$ cat src/rtl/cond_qualifier.sv
// Registered sign/zero condition unit: qualifies a selectable compare-against-zero over
// QUAL_DEPTH consecutive enabled samples, optionally latches it, and counts qualification events.
module cond_qualifier #(
  parameter int    BIT_WIDTH  = 8,
  parameter int    QUAL_DEPTH = 1,
  parameter int    CNT_WIDTH  = 8,
  parameter int    UUID       = 0,
  parameter string NAME       = ""
) (
  input  logic                 clk,
  input  logic                 rst,
  input  logic [BIT_WIDTH-1:0] Input,
  input  logic [2:0]           Mode,
  input  logic                 Toggle,
  input  logic                 Sticky,
  input  logic                 Clear,
  output logic                 Output,
  output logic [CNT_WIDTH-1:0] Count
);

  localparam int               RUN_W   = $clog2(QUAL_DEPTH + 1);
  localparam logic [RUN_W-1:0] RUN_MAX = RUN_W'(QUAL_DEPTH);

  typedef enum logic [2:0] {
    MODE_NEVER  = 3'd0,
    MODE_EQ     = 3'd1,
    MODE_LT     = 3'd2,
    MODE_LE     = 3'd3,
    MODE_ALWAYS = 3'd4,
    MODE_NE     = 3'd5,
    MODE_GE     = 3'd6,
    MODE_GT     = 3'd7
  } mode_t;

  logic             sgn;
  logic             zro;
  logic             cond;
  logic [RUN_W-1:0] run;
  logic [RUN_W-1:0] run_nxt;
  logic             qual;
  logic             qual_d;
  logic             rise;
  logic             stk;
  logic             en_q;

  assign sgn = Input[BIT_WIDTH-1];
  assign zro = (Input == '0);

  always_comb begin
    cond = 1'b0;
    case (mode_t'(Mode))
      MODE_NEVER:  cond = 1'b0;
      MODE_EQ:     cond = zro;
      MODE_LT:     cond = sgn;
      MODE_LE:     cond = sgn | zro;
      MODE_ALWAYS: cond = 1'b1;
      MODE_NE:     cond = ~zro;
      MODE_GE:     cond = ~sgn;
      MODE_GT:     cond = ~sgn & ~zro;
      default:     cond = 1'b0;
    endcase
  end

  // Any disabled or false sample restarts the run; a full run saturates rather than wrapping.
  always_comb begin
    run_nxt = '0;
    if (Toggle && cond) begin
      if (run == RUN_MAX) begin
        run_nxt = RUN_MAX;
      end else begin
        run_nxt = run + RUN_W'(1);
      end
    end
  end

  always_ff @(posedge clk or posedge rst) begin
    if (rst) begin
      run    <= '0;
      qual_d <= 1'b0;
      en_q   <= 1'b0;
    end else begin
      run    <= run_nxt;
      qual_d <= qual;
      en_q   <= Toggle;
    end
  end

  assign qual = (run == RUN_MAX);
  assign rise = qual & ~qual_d;

  always_ff @(posedge clk or posedge rst) begin
    if (rst) begin
      stk <= 1'b0;
    end else if (Clear) begin
      stk <= 1'b0;
    end else if (rise) begin
      stk <= 1'b1;
    end
  end

  always_ff @(posedge clk or posedge rst) begin
    if (rst) begin
      Count <= '0;
    end else if (Clear) begin
      Count <= '0;
    end else if (rise && (Count != {CNT_WIDTH{1'b1}})) begin
      Count <= Count + CNT_WIDTH'(1);
    end
  end

  // Only registered state feeds Output, so it cannot glitch on Input/Mode changes.
  assign Output = en_q & (Sticky ? stk : qual);

endmodule

$ cat config.mk
export PLATFORM = sky130hd
export DESIGN_NAME = cond_qualifier
export DESIGN_NICKNAME = d
export VERILOG_FILES = /design/src/rtl/cond_qualifier.sv
export SDC_FILE = /design/constraint.sdc
export NUM_CORES = 1
export LEC_CHECK = 0
export ABC_AREA = 1
export CAP_MARGIN = 20
export CORE_MARGIN = 2
export CORE_UTILIZATION = 46
export DETAILED_ROUTE_END_ITERATION = 16
export PLACE_DENSITY = 0.93
export SYNTH_ARGS = -nofsm -noshare
export SYNTH_HDL_FRONTEND = slang
export SYNTH_SLANG_ARGS = --single-unit
$ cat constraint.sdc
create_clock -name clk -period 3.5 [get_ports clk]
set_input_delay 0.875 -clock clk [delete_from_list [all_inputs] [get_ports clk]]
set_output_delay 0.875 -clock clk [all_outputs]
set_load 0.02 [all_outputs]
==> results.sh, run 1 <==
export IMPL_crit_chain="clkdlybuf4s50_1, o21ai_0, a21oi_1, clkdlybuf4s50_1"
export IMPL_critPathRequiredTime_ns=2.62
export IMPL_drtPass1Iterations=4
export IMPL_max_cap_violations=0
export IMPL_antenna_cells=0
export IMPL_fillCellCount=125
export IMPL_core_region_area_um2=1470
export IMPL_syn_nets=110
export IMPL_finalClockSkew_ns=0.00358
export IMPL_fin_crit_sh_pct=86.6
export IMPL_root_buffer="clkbuf_4"
export IMPL_critPathMaxStageDelay_ns=0.61
export IMPL_utilization_pct=67.3
export IMPL_max_clock_path_buffers=2
export IMPL_grt_start_max_net_pins=13
export IMPL_syn_to_final_growth_pct=40.0
export IMPL_rsz0062_at_grt="false"
export IMPL_syn_instance_count=93
export IMPL_grt_remaining_overflow=0
export IMPL_critPathMaxFanout=2
export IMPL_finalHoldViolCount=0
export IMPL_drt_iter0_markers=16
export IMPL_clk_pin_slew_ns=0.07
export IMPL_area_sequential_um2=300
export IMPL_stdcell_area_um2=990
export IMPL_slew_headroom_pct=69.2
export IMPL_crit_top_cell="clkdlybuf4s50_1"
export IMPL_synth_seq_cells=12
export IMPL_portBuffers=24
export IMPL_grt_pass1_wl_um=2720
export IMPL_dp_hpwl_um=1270
export IMPL_slew_violations=0
export IMPL_top_layer_used="met4"
export IMPL_vias=698
export IMPL_synthTopCellsByArea="dfrtp_1 (42%), nand2_1 (13%), nand3_1 (7.1%)"
export IMPL_synth_top_area_share_pct=42.5
export IMPL_wl_met1_um=619
export IMPL_routed_wl_met3_um=76
export IMPL_clock_latency_ns=0.26
export IMPL_cts_buffers=3
export IMPL_netlist_area_um2=707
export IMPL_drc=0
export IMPL_viasPerCell=5.13
export IMPL_fmax_ghz=0.330
export IMPL_core_rowCount=14
export IMPL_tightest_slew_ns=0.461
export IMPL_final_common_cell="nand2_1"
export IMPL_ys_seq_area_share_pct=42.5
export IMPL_hold_start="qual"
export IMPL_start_kind="input pin"
export IMPL_die_w_um=43.2
export IMPL_grt_antenna_before_repair=0
export IMPL_r2r_end="Count[3]"
export IMPL_fin_crit_ns=3.03
export IMPL_hold_class="reg -> reg"
export IMPL_synth_distinct_cells=20
export IMPL_gp_congestion=0.862
export IMPL_fin_tns_setup_ns=0
export IMPL_dpl_cell_area_um2=967
export IMPL_yosys_warnings=0
export IMPL_cts_resized=0
export IMPL_powerDensity_nw_per_um2=278
export IMPL_postCtsSetupRepairBufs=0
export IMPL_syn_avg_cell_area_um2=7.60
export IMPL_cellLeakagePower_uw=0.000470
export IMPL_die_area_um2=1870
export IMPL_drive_gt1_share_pct=14.2
export IMPL_layout_nets=139
export IMPL_fp_dieH_um=43.2
export IMPL_cts_sinks=12
export IMPL_tritoncts="built"
export IMPL_max_vdd_ir_drop_mv=0.177
export IMPL_reg2reg_slack_ns=2.10
export IMPL_initial_utilization_pct=48.0
export IMPL_multi_input_area_um2=348
export IMPL_pin_count=25
export IMPL_grt_pass1_vias=648
export IMPL_arrival_ns=2.16
export IMPL_cp_slowest_cell="clkdlybuf4s50_1"
export IMPL_outcome="complete, no violations"
export IMPL_htreeDepth=1
export IMPL_worstHoldPathCells=0
export IMPL_holdPathEnd="qual_d"
export IMPL_drtAntennaViolNets=0
export IMPL_critPathKind="in -> out"
export IMPL_grt_usage_pct=19.7
export IMPL_wl_met2_um=835
export IMPL_holdBufCountCts=0
export IMPL_r2r_start="Count[0]"
export IMPL_setup_viol=0
export IMPL_synth_top_area_cell="dfrtp_1"
export IMPL_cp_end_kind="output pin"
export IMPL_ff2ff_path_depth=9
export IMPL_post_drt_wl_per_cell_um=11.5
export IMPL_final_cell_mix="nand2_1 (25), clkdlybuf4s50_1 (24), dfrtp_1 (12)"
export IMPL_routed_wl_um=1560
-- critical path, delay by kind of cell --
family / cells / cell delay [ns]
buf+inv: 2 / 1.08
compound gates: 2 / 0.20
-- where the power goes --
part / switching, µW / total [µW] / internal, µW
Sequential: 2.97 / 146 / 143
Clock: 41.5 / 81.2 / 39.7
Combinational: 23.0 / 48.1 / 25.0
Total: 67.5 / 275 / 208
-- routing by layer --
| metal | up-vias | track usage, % |
|---|---|---|
| li1 | 351 | - |
| met4 | 0 | 7.88 |
| met5 | - | 0 |
| met3 | 4 | 4.68 |
| met2 | 27 | 33.1 |
| met1 | 316 | 24.0 |
-- cell families after synthesis --
logic type | count (synthesis) | synth area share [%]
AOI/OAI and AO/OA | 7 | 6.02
adders and majority gates | 1 | 1.77
buffers and inverters | 14 | 8.32
DFF | 12 | 42.5
and+or+nand+nor | 59 | 41.4
-- synth_stat cells --
cell / count
nand2_1: 25
dfrtp_1: 12
nor2_1: 11
inv_1: 10
nand3_1: 10
a21oi_1: 3
nand2_4: 3
nand4_1: 3
inv_2: 2
nor2_4: 2
o21ai_2: 2
or2_2: 2
clkinv_2: 1
clkinv_4: 1
ha_1: 1
nor2_2: 1
nor3b_1: 1
o21ai_0: 1
o21ai_1: 1
or2_1: 1
-- worst max-delay path by stage --
stage | to | start | slack, ns | cells past startpoint
floorplan | Output | Sticky | 1.35 | 2
global placement | Output | Sticky | 0.49 | 4
detailed placement | Output | Sticky | 0.47 | 4
CTS | Output | Sticky | 0.46 | 4
global route | Output | Sticky | 0.43 | 4
finish | Output | Sticky | 0.47 | 4
-- flip-flops by register name, indices dropped and copies added, names as in the netlist --
signal,cells
en_q,1
qual,1
stk,1
qual_d,1
Count,8
-- per-stage QoR --
stage | hold slack, ns | setup slack [ns] | cells | power [µW]
finish | 0.403 | 0.468 | 136 | 275
floorplan | 0.369 | 1.35 | 93 | 170
global placement | 0.387 | 0.494 | 133 | 195
CTS | 0.405 | 0.463 | 136 | 279
detailed placement | 0.391 | 0.470 | 133 | 197
global route | 0.433 | 0.426 | 136 | 292
-- cell type report --
type / count / area share, %
Multi-Input combinational cell: 67 / 35.1
Sequential cell: 12 / 30.3
Timing Repair Buffer: 24 / 24.3
Inverter: 14 / 5.94
Clock buffer: 3 / 2.28
Tap cell: 16 / 2.02
Power figures use the tool's default switching activity.
==> run 2: changes to the inputs <==
==> constraint.sdc (replaced) <==
create_clock -name clk -period 3.5 [get_ports clk]
set_input_delay 0.7 -clock clk [delete_from_list [all_inputs] [get_ports clk]]
set_output_delay 0.7 -clock clk [all_outputs]
set_load 0.02 [all_outputs]
==> results.sh, run 2 (same netlist as run 1, synthesis figures left out) <==
export IMPL_outcome="complete, no violations"
export IMPL_grt_remaining_overflow=0
export IMPL_fmax_ghz=0.369
export IMPL_tightest_slew_ns=0.466
export IMPL_fillCellCount=122
export IMPL_grt_antenna_before_repair=0
export IMPL_cts_sinks=12
export IMPL_wl_met2_um=839
export IMPL_largest_register_ff_count=8
export IMPL_setup_viol=0
export IMPL_clk_pin_slew_ns=0.07
export IMPL_grt_pass1_vias=650
export IMPL_grt_pass1_wl_um=2570
export IMPL_vias=682
export IMPL_critPathKind="in -> out"
export IMPL_slew_headroom_pct=68.9
export IMPL_core_region_area_um2=1470
export IMPL_start_kind="input pin"
export IMPL_pin_count=25
export IMPL_slew_violations=0
export IMPL_crit_chain="clkdlybuf4s50_1, o21ai_0, a21oi_1, clkdlybuf4s50_1"
export IMPL_drive_gt1_share_pct=14.2
export IMPL_top_layer_used="met4"
export IMPL_syn_to_final_growth_pct=40.0
export IMPL_arrival_ns=2.01
export IMPL_dp_hpwl_um=1260
export IMPL_critPathMaxStageDelay_ns=0.62
export IMPL_cts_resized=0
export IMPL_utilization_pct=67.3
export IMPL_final_common_cell="nand2_1"
export IMPL_drc=0
export IMPL_postCtsSetupRepairBufs=0
export IMPL_grt_start_max_net_pins=13
export IMPL_fin_crit_ns=2.71
export IMPL_critPathRequiredTime_ns=2.80
export IMPL_drtAntennaViolNets=0
export IMPL_pre_cts_ws_ns=0.795
export IMPL_fp_dieH_um=43.2
export IMPL_final_cell_mix="nand2_1 (25), clkdlybuf4s50_1 (24), dfrtp_1 (12)"
export IMPL_cellLeakagePower_uw=0.000470
export IMPL_wl_met1_um=625
export IMPL_critPathMaxFanout=2
export IMPL_holdBufCountCts=0
export IMPL_post_drt_wl_per_cell_um=11.6
export IMPL_finalClockSkew_ns=0.00117
export IMPL_antenna_cells=0
export IMPL_core_rowCount=14
export IMPL_drtPass1Iterations=4
export IMPL_grt_usage_pct=18.9
export IMPL_root_buffer="clkbuf_4"
export IMPL_gp_congestion=0.862
export IMPL_die_w_um=43.2
export IMPL_cp_end_kind="output pin"
export IMPL_max_vdd_ir_drop_mv=0.194
export IMPL_crit_top_cell="clkdlybuf4s50_1"
export IMPL_routed_wl_um=1570
export IMPL_max_cap_violations=0
export IMPL_initial_utilization_pct=48.0
export IMPL_fin_crit_sh_pct=77.3
export IMPL_portBuffers=24
export IMPL_powerDensity_nw_per_um2=285
export IMPL_htreeDepth=1
export IMPL_largest_register="Count"
export IMPL_layout_setup_ws_ns=0.794
export IMPL_clock_latency_ns=0.28
export IMPL_max_clock_path_buffers=2
export IMPL_routed_wl_met3_um=78
export IMPL_finalHoldViolCount=0
export IMPL_rsz0062_at_grt="false"
export IMPL_die_area_um2=1870
export IMPL_viasPerCell=5.01
export IMPL_cts_buffers=3
export IMPL_hold_class="reg -> reg"
export IMPL_layout_nets=139
export IMPL_drt_iter0_markers=10
export IMPL_tritoncts="built"
export IMPL_cp_slowest_cell="clkdlybuf4s50_1"
export IMPL_fin_tns_setup_ns=0
## run 2: cell counts in the layout (fill, tap and decap cells not counted)
Identical to the previous run, type by type.
## run 2: worst paths after layout
path | startpoint | end | slack [ns] | depth (start not counted)
setup / recovery | Sticky | Output | 0.79 | 4
hold / removal | qual | qual_d | 0.40 | 0
setup reg to reg | Count[0] | Count[2] | 2.11 | 9
hold reg to reg | qual | qual_d | 0.40 | 0
max in group asynchronous | rst | Count[4] | 2.46 | 2
min in group asynchronous | rst | Count[0] | 0.73 | 2
## run 2: power by group
group          internal [µW]  leakage, µW  total, µW  switching, µW
sequential               143     0.000162        146           3.10
clock                   39.9    0.0000138       88.3           48.3
combinational           25.0     0.000294       47.7           22.7
total                    208     0.000470        282           74.1
## run 2: worst max-delay path, delay by kind of cell
kind                   cells  cell delay (ns)
AOI/OAI and AO/OA          2             0.21
buffers and inverters      2             1.10
## run 2: per-stage QoR
| stage | instance area [µm²] | hold slack, ns | instances | power, µW |
|---|---|---|---|---|
| 6_report | 990 | 0.403 | 136 | 282 |
| 5_1_grt | 990 | 0.439 | 136 | 289 |
| 4_1_cts | 990 | 0.402 | 136 | 283 |
| 3_5_place_dp | 967 | 0.386 | 133 | 197 |
| 3_3_place_gp | 967 | 0.386 | 133 | 195 |
| 2_1_floorplan | 707 | 0.369 | 93 | 170 |
## run 2: layout make-up
type / count / area [µm²] / share of cell area [%]
clock buffer: 3 / 22.5 / 2.28
tap: 16 / 20.0 / 2.02
sequential: 12 / 300 / 30.3
timing repair buffer: 24 / 240 / 24.3
inverter: 14 / 58.8 / 5.94
multi-input combinational: 67 / 348 / 35.1
## run 2: routing by layer
layer	vias up	track usage, %
li1	347	-
met1	308	20.6
met2	24	34.0
met3	3	2.55
met4	0	10.9
met5	-	0
==> run 3: changes to the inputs <==
--- a/config.mk
+++ b/config.mk
@@ -8,9 +8,9 @@
 export ABC_AREA = 1
 export CAP_MARGIN = 20
 export CORE_MARGIN = 2
-export CORE_UTILIZATION = 46
+export CORE_UTILIZATION = 39
 export DETAILED_ROUTE_END_ITERATION = 16
-export PLACE_DENSITY = 0.93
+export PLACE_DENSITY = 0.85
 export SYNTH_ARGS = -nofsm -noshare
 export SYNTH_HDL_FRONTEND = slang
 export SYNTH_SLANG_ARGS = --single-unit
==> constraint.sdc (replaced) <==
create_clock -name clk -period 2.3 [get_ports clk]
set_input_delay 0.46 -clock clk [delete_from_list [all_inputs] [get_ports clk]]
set_output_delay 0.46 -clock clk [all_outputs]
set_load 0.02 [all_outputs]
==> results.sh, run 3 (same netlist as run 1, synthesis figures left out) <==
export IMPL_portBuffers=24
export IMPL_core_rowCount=15
export IMPL_powerDensity_nw_per_um2=454
export IMPL_tightest_slew_ns=0.462
export IMPL_fin_tns_setup_ns=0
export IMPL_max_clock_path_buffers=2
export IMPL_rsz0062_at_grt="false"
export IMPL_layout_nets=139
export IMPL_outcome="complete, no violations"
export IMPL_die_w_um=46.6
export IMPL_post_drt_wl_per_cell_um=9.95
export IMPL_routed_wl_um=1450
export IMPL_finalHoldViolCount=0
export IMPL_fin_crit_ns=2.20
export IMPL_die_area_um2=2170
export IMPL_cp_end_kind="output pin"
export IMPL_layoutNonFillerInstCount=146
export IMPL_critPathKind="in -> out"
export IMPL_cts_resized=0
export IMPL_hold_class="reg -> reg"
export IMPL_grt_antenna_before_repair=0
export IMPL_max_cap_violations=0
export IMPL_fmax_ghz=0.454
export IMPL_slew_violations=0
export IMPL_cts_sinks=12
export IMPL_postCtsSetupRepairBufs=0
export IMPL_grt_pass1_vias=623
export IMPL_initial_utilization_pct=41.4
export IMPL_drtAntennaViolNets=0
export IMPL_largest_register="Count"
export IMPL_htreeDepth=1
export IMPL_finalClockSkew_ns=0.00376
export IMPL_core_region_area_um2=1710
export IMPL_fin_crit_sh_pct=95.7
export IMPL_syn_to_final_growth_pct=43.5
export IMPL_viasPerCell=4.73
export IMPL_drc=0
export IMPL_vias=691
export IMPL_final_cell_mix="nand2_1 (25), clkdlybuf4s50_1 (24), dfrtp_1 (12)"
export IMPL_slew_headroom_pct=69.2
export IMPL_arrival_ns=1.74
export IMPL_grt_pass1_wl_um=2420
export IMPL_dp_cells=142
export IMPL_final_common_cell="nand2_1"
export IMPL_pre_cts_ws_ns=0.108
export IMPL_pin_count=25
export IMPL_critPathMaxFanout=2
export IMPL_grt_usage_pct=15.8
export IMPL_utilization_pct=59.4
export IMPL_max_vdd_ir_drop_mv=0.244
export IMPL_tritoncts="built"
export IMPL_start_kind="input pin"
export IMPL_clk_pin_slew_ns=0.08
export IMPL_dp_hpwl_um=1180
export IMPL_cellLeakagePower_uw=0.000477
export IMPL_drive_gt1_share_pct=14.9
export IMPL_critPathRequiredTime_ns=1.84
export IMPL_antenna_cells=0
export IMPL_setup_viol=0
export IMPL_drt_iter0_markers=16
export IMPL_root_buffer="clkbuf_4"
export IMPL_clock_latency_ns=0.27
export IMPL_grt_start_max_net_pins=13
export IMPL_fp_dieH_um=46.6
export IMPL_layout_setup_ws_ns=0.0993
export IMPL_gp_congestion=0.896
export IMPL_cts_buffers=3
export IMPL_holdBufCountCts=0
export IMPL_drtPass1Iterations=4
export IMPL_grt_remaining_overflow=0
export IMPL_largest_register_ff_count=8
## run 3: cell types whose count changed in the layout (fill, tap and decap cells not counted), sizes merged
| cell | change |
|---|---|
| clkbuf | +1 |
## run 3: area by class of cell
type	instances	area, µm²
Clock buffer	4	36.3
Fill cell	167	693
Inverter	14	58.8
Multi-Input combinational cell	67	348
Sequential cell	12	300
Tap cell	25	31.3
Timing Repair Buffer	24	240
## run 3: stage by stage
stage / hold slack (ns) / power, µW / instance area (µm²)
6_report: 0.399 / 461 / 1010
4_1_cts: 0.400 / 469 / 1010
5_1_grt: 0.427 / 486 / 1010
3_5_place_dp: 0.380 / 298 / 978
3_3_place_gp: 0.379 / 296 / 978
2_1_floorplan: 0.325 / 259 / 707
## run 3: report_power, final
group,switching [µW],total (µW),internal (µW)
Sequential,4.56,222,218
Combinational,33.0,71.1,38.1
Clock,71.4,168,96.1
Total,109,461,352
## run 3: critical path: stages
cell,delay (ns)
clkdlybuf4s50_1,0.47
o21ai_0,0.07
a21oi_1,0.12
clkdlybuf4s50_1,0.61
## run 3: worst paths after layout
| path | cells after the start | endpoint | slack (ns) | from |
|---|---|---|---|---|
| setup / recovery | 4 | Output | 0.1 | Sticky |
| hold / removal | 0 | qual_d | 0.40 | qual |
| setup reg to reg | 9 | Count[3] | 0.92 | Count[0] |
| hold reg to reg | 0 | qual_d | 0.40 | qual |
| max in group asynchronous | 2 | Count[2] | 1.49 | rst |
| min in group asynchronous | 2 | Count[7] | 0.49 | rst |
## run 3: routing by layer
layer | global-route usage (%) | vias to the layer above | wire, µm
met5 | 0 | - | 0
met4 | 6.29 | 0 | 14
met3 | 3.53 | 4 | 87
met2 | 27.8 | 29 | 753
met1 | 18.4 | 309 | 598
li1 | - | 349 | -
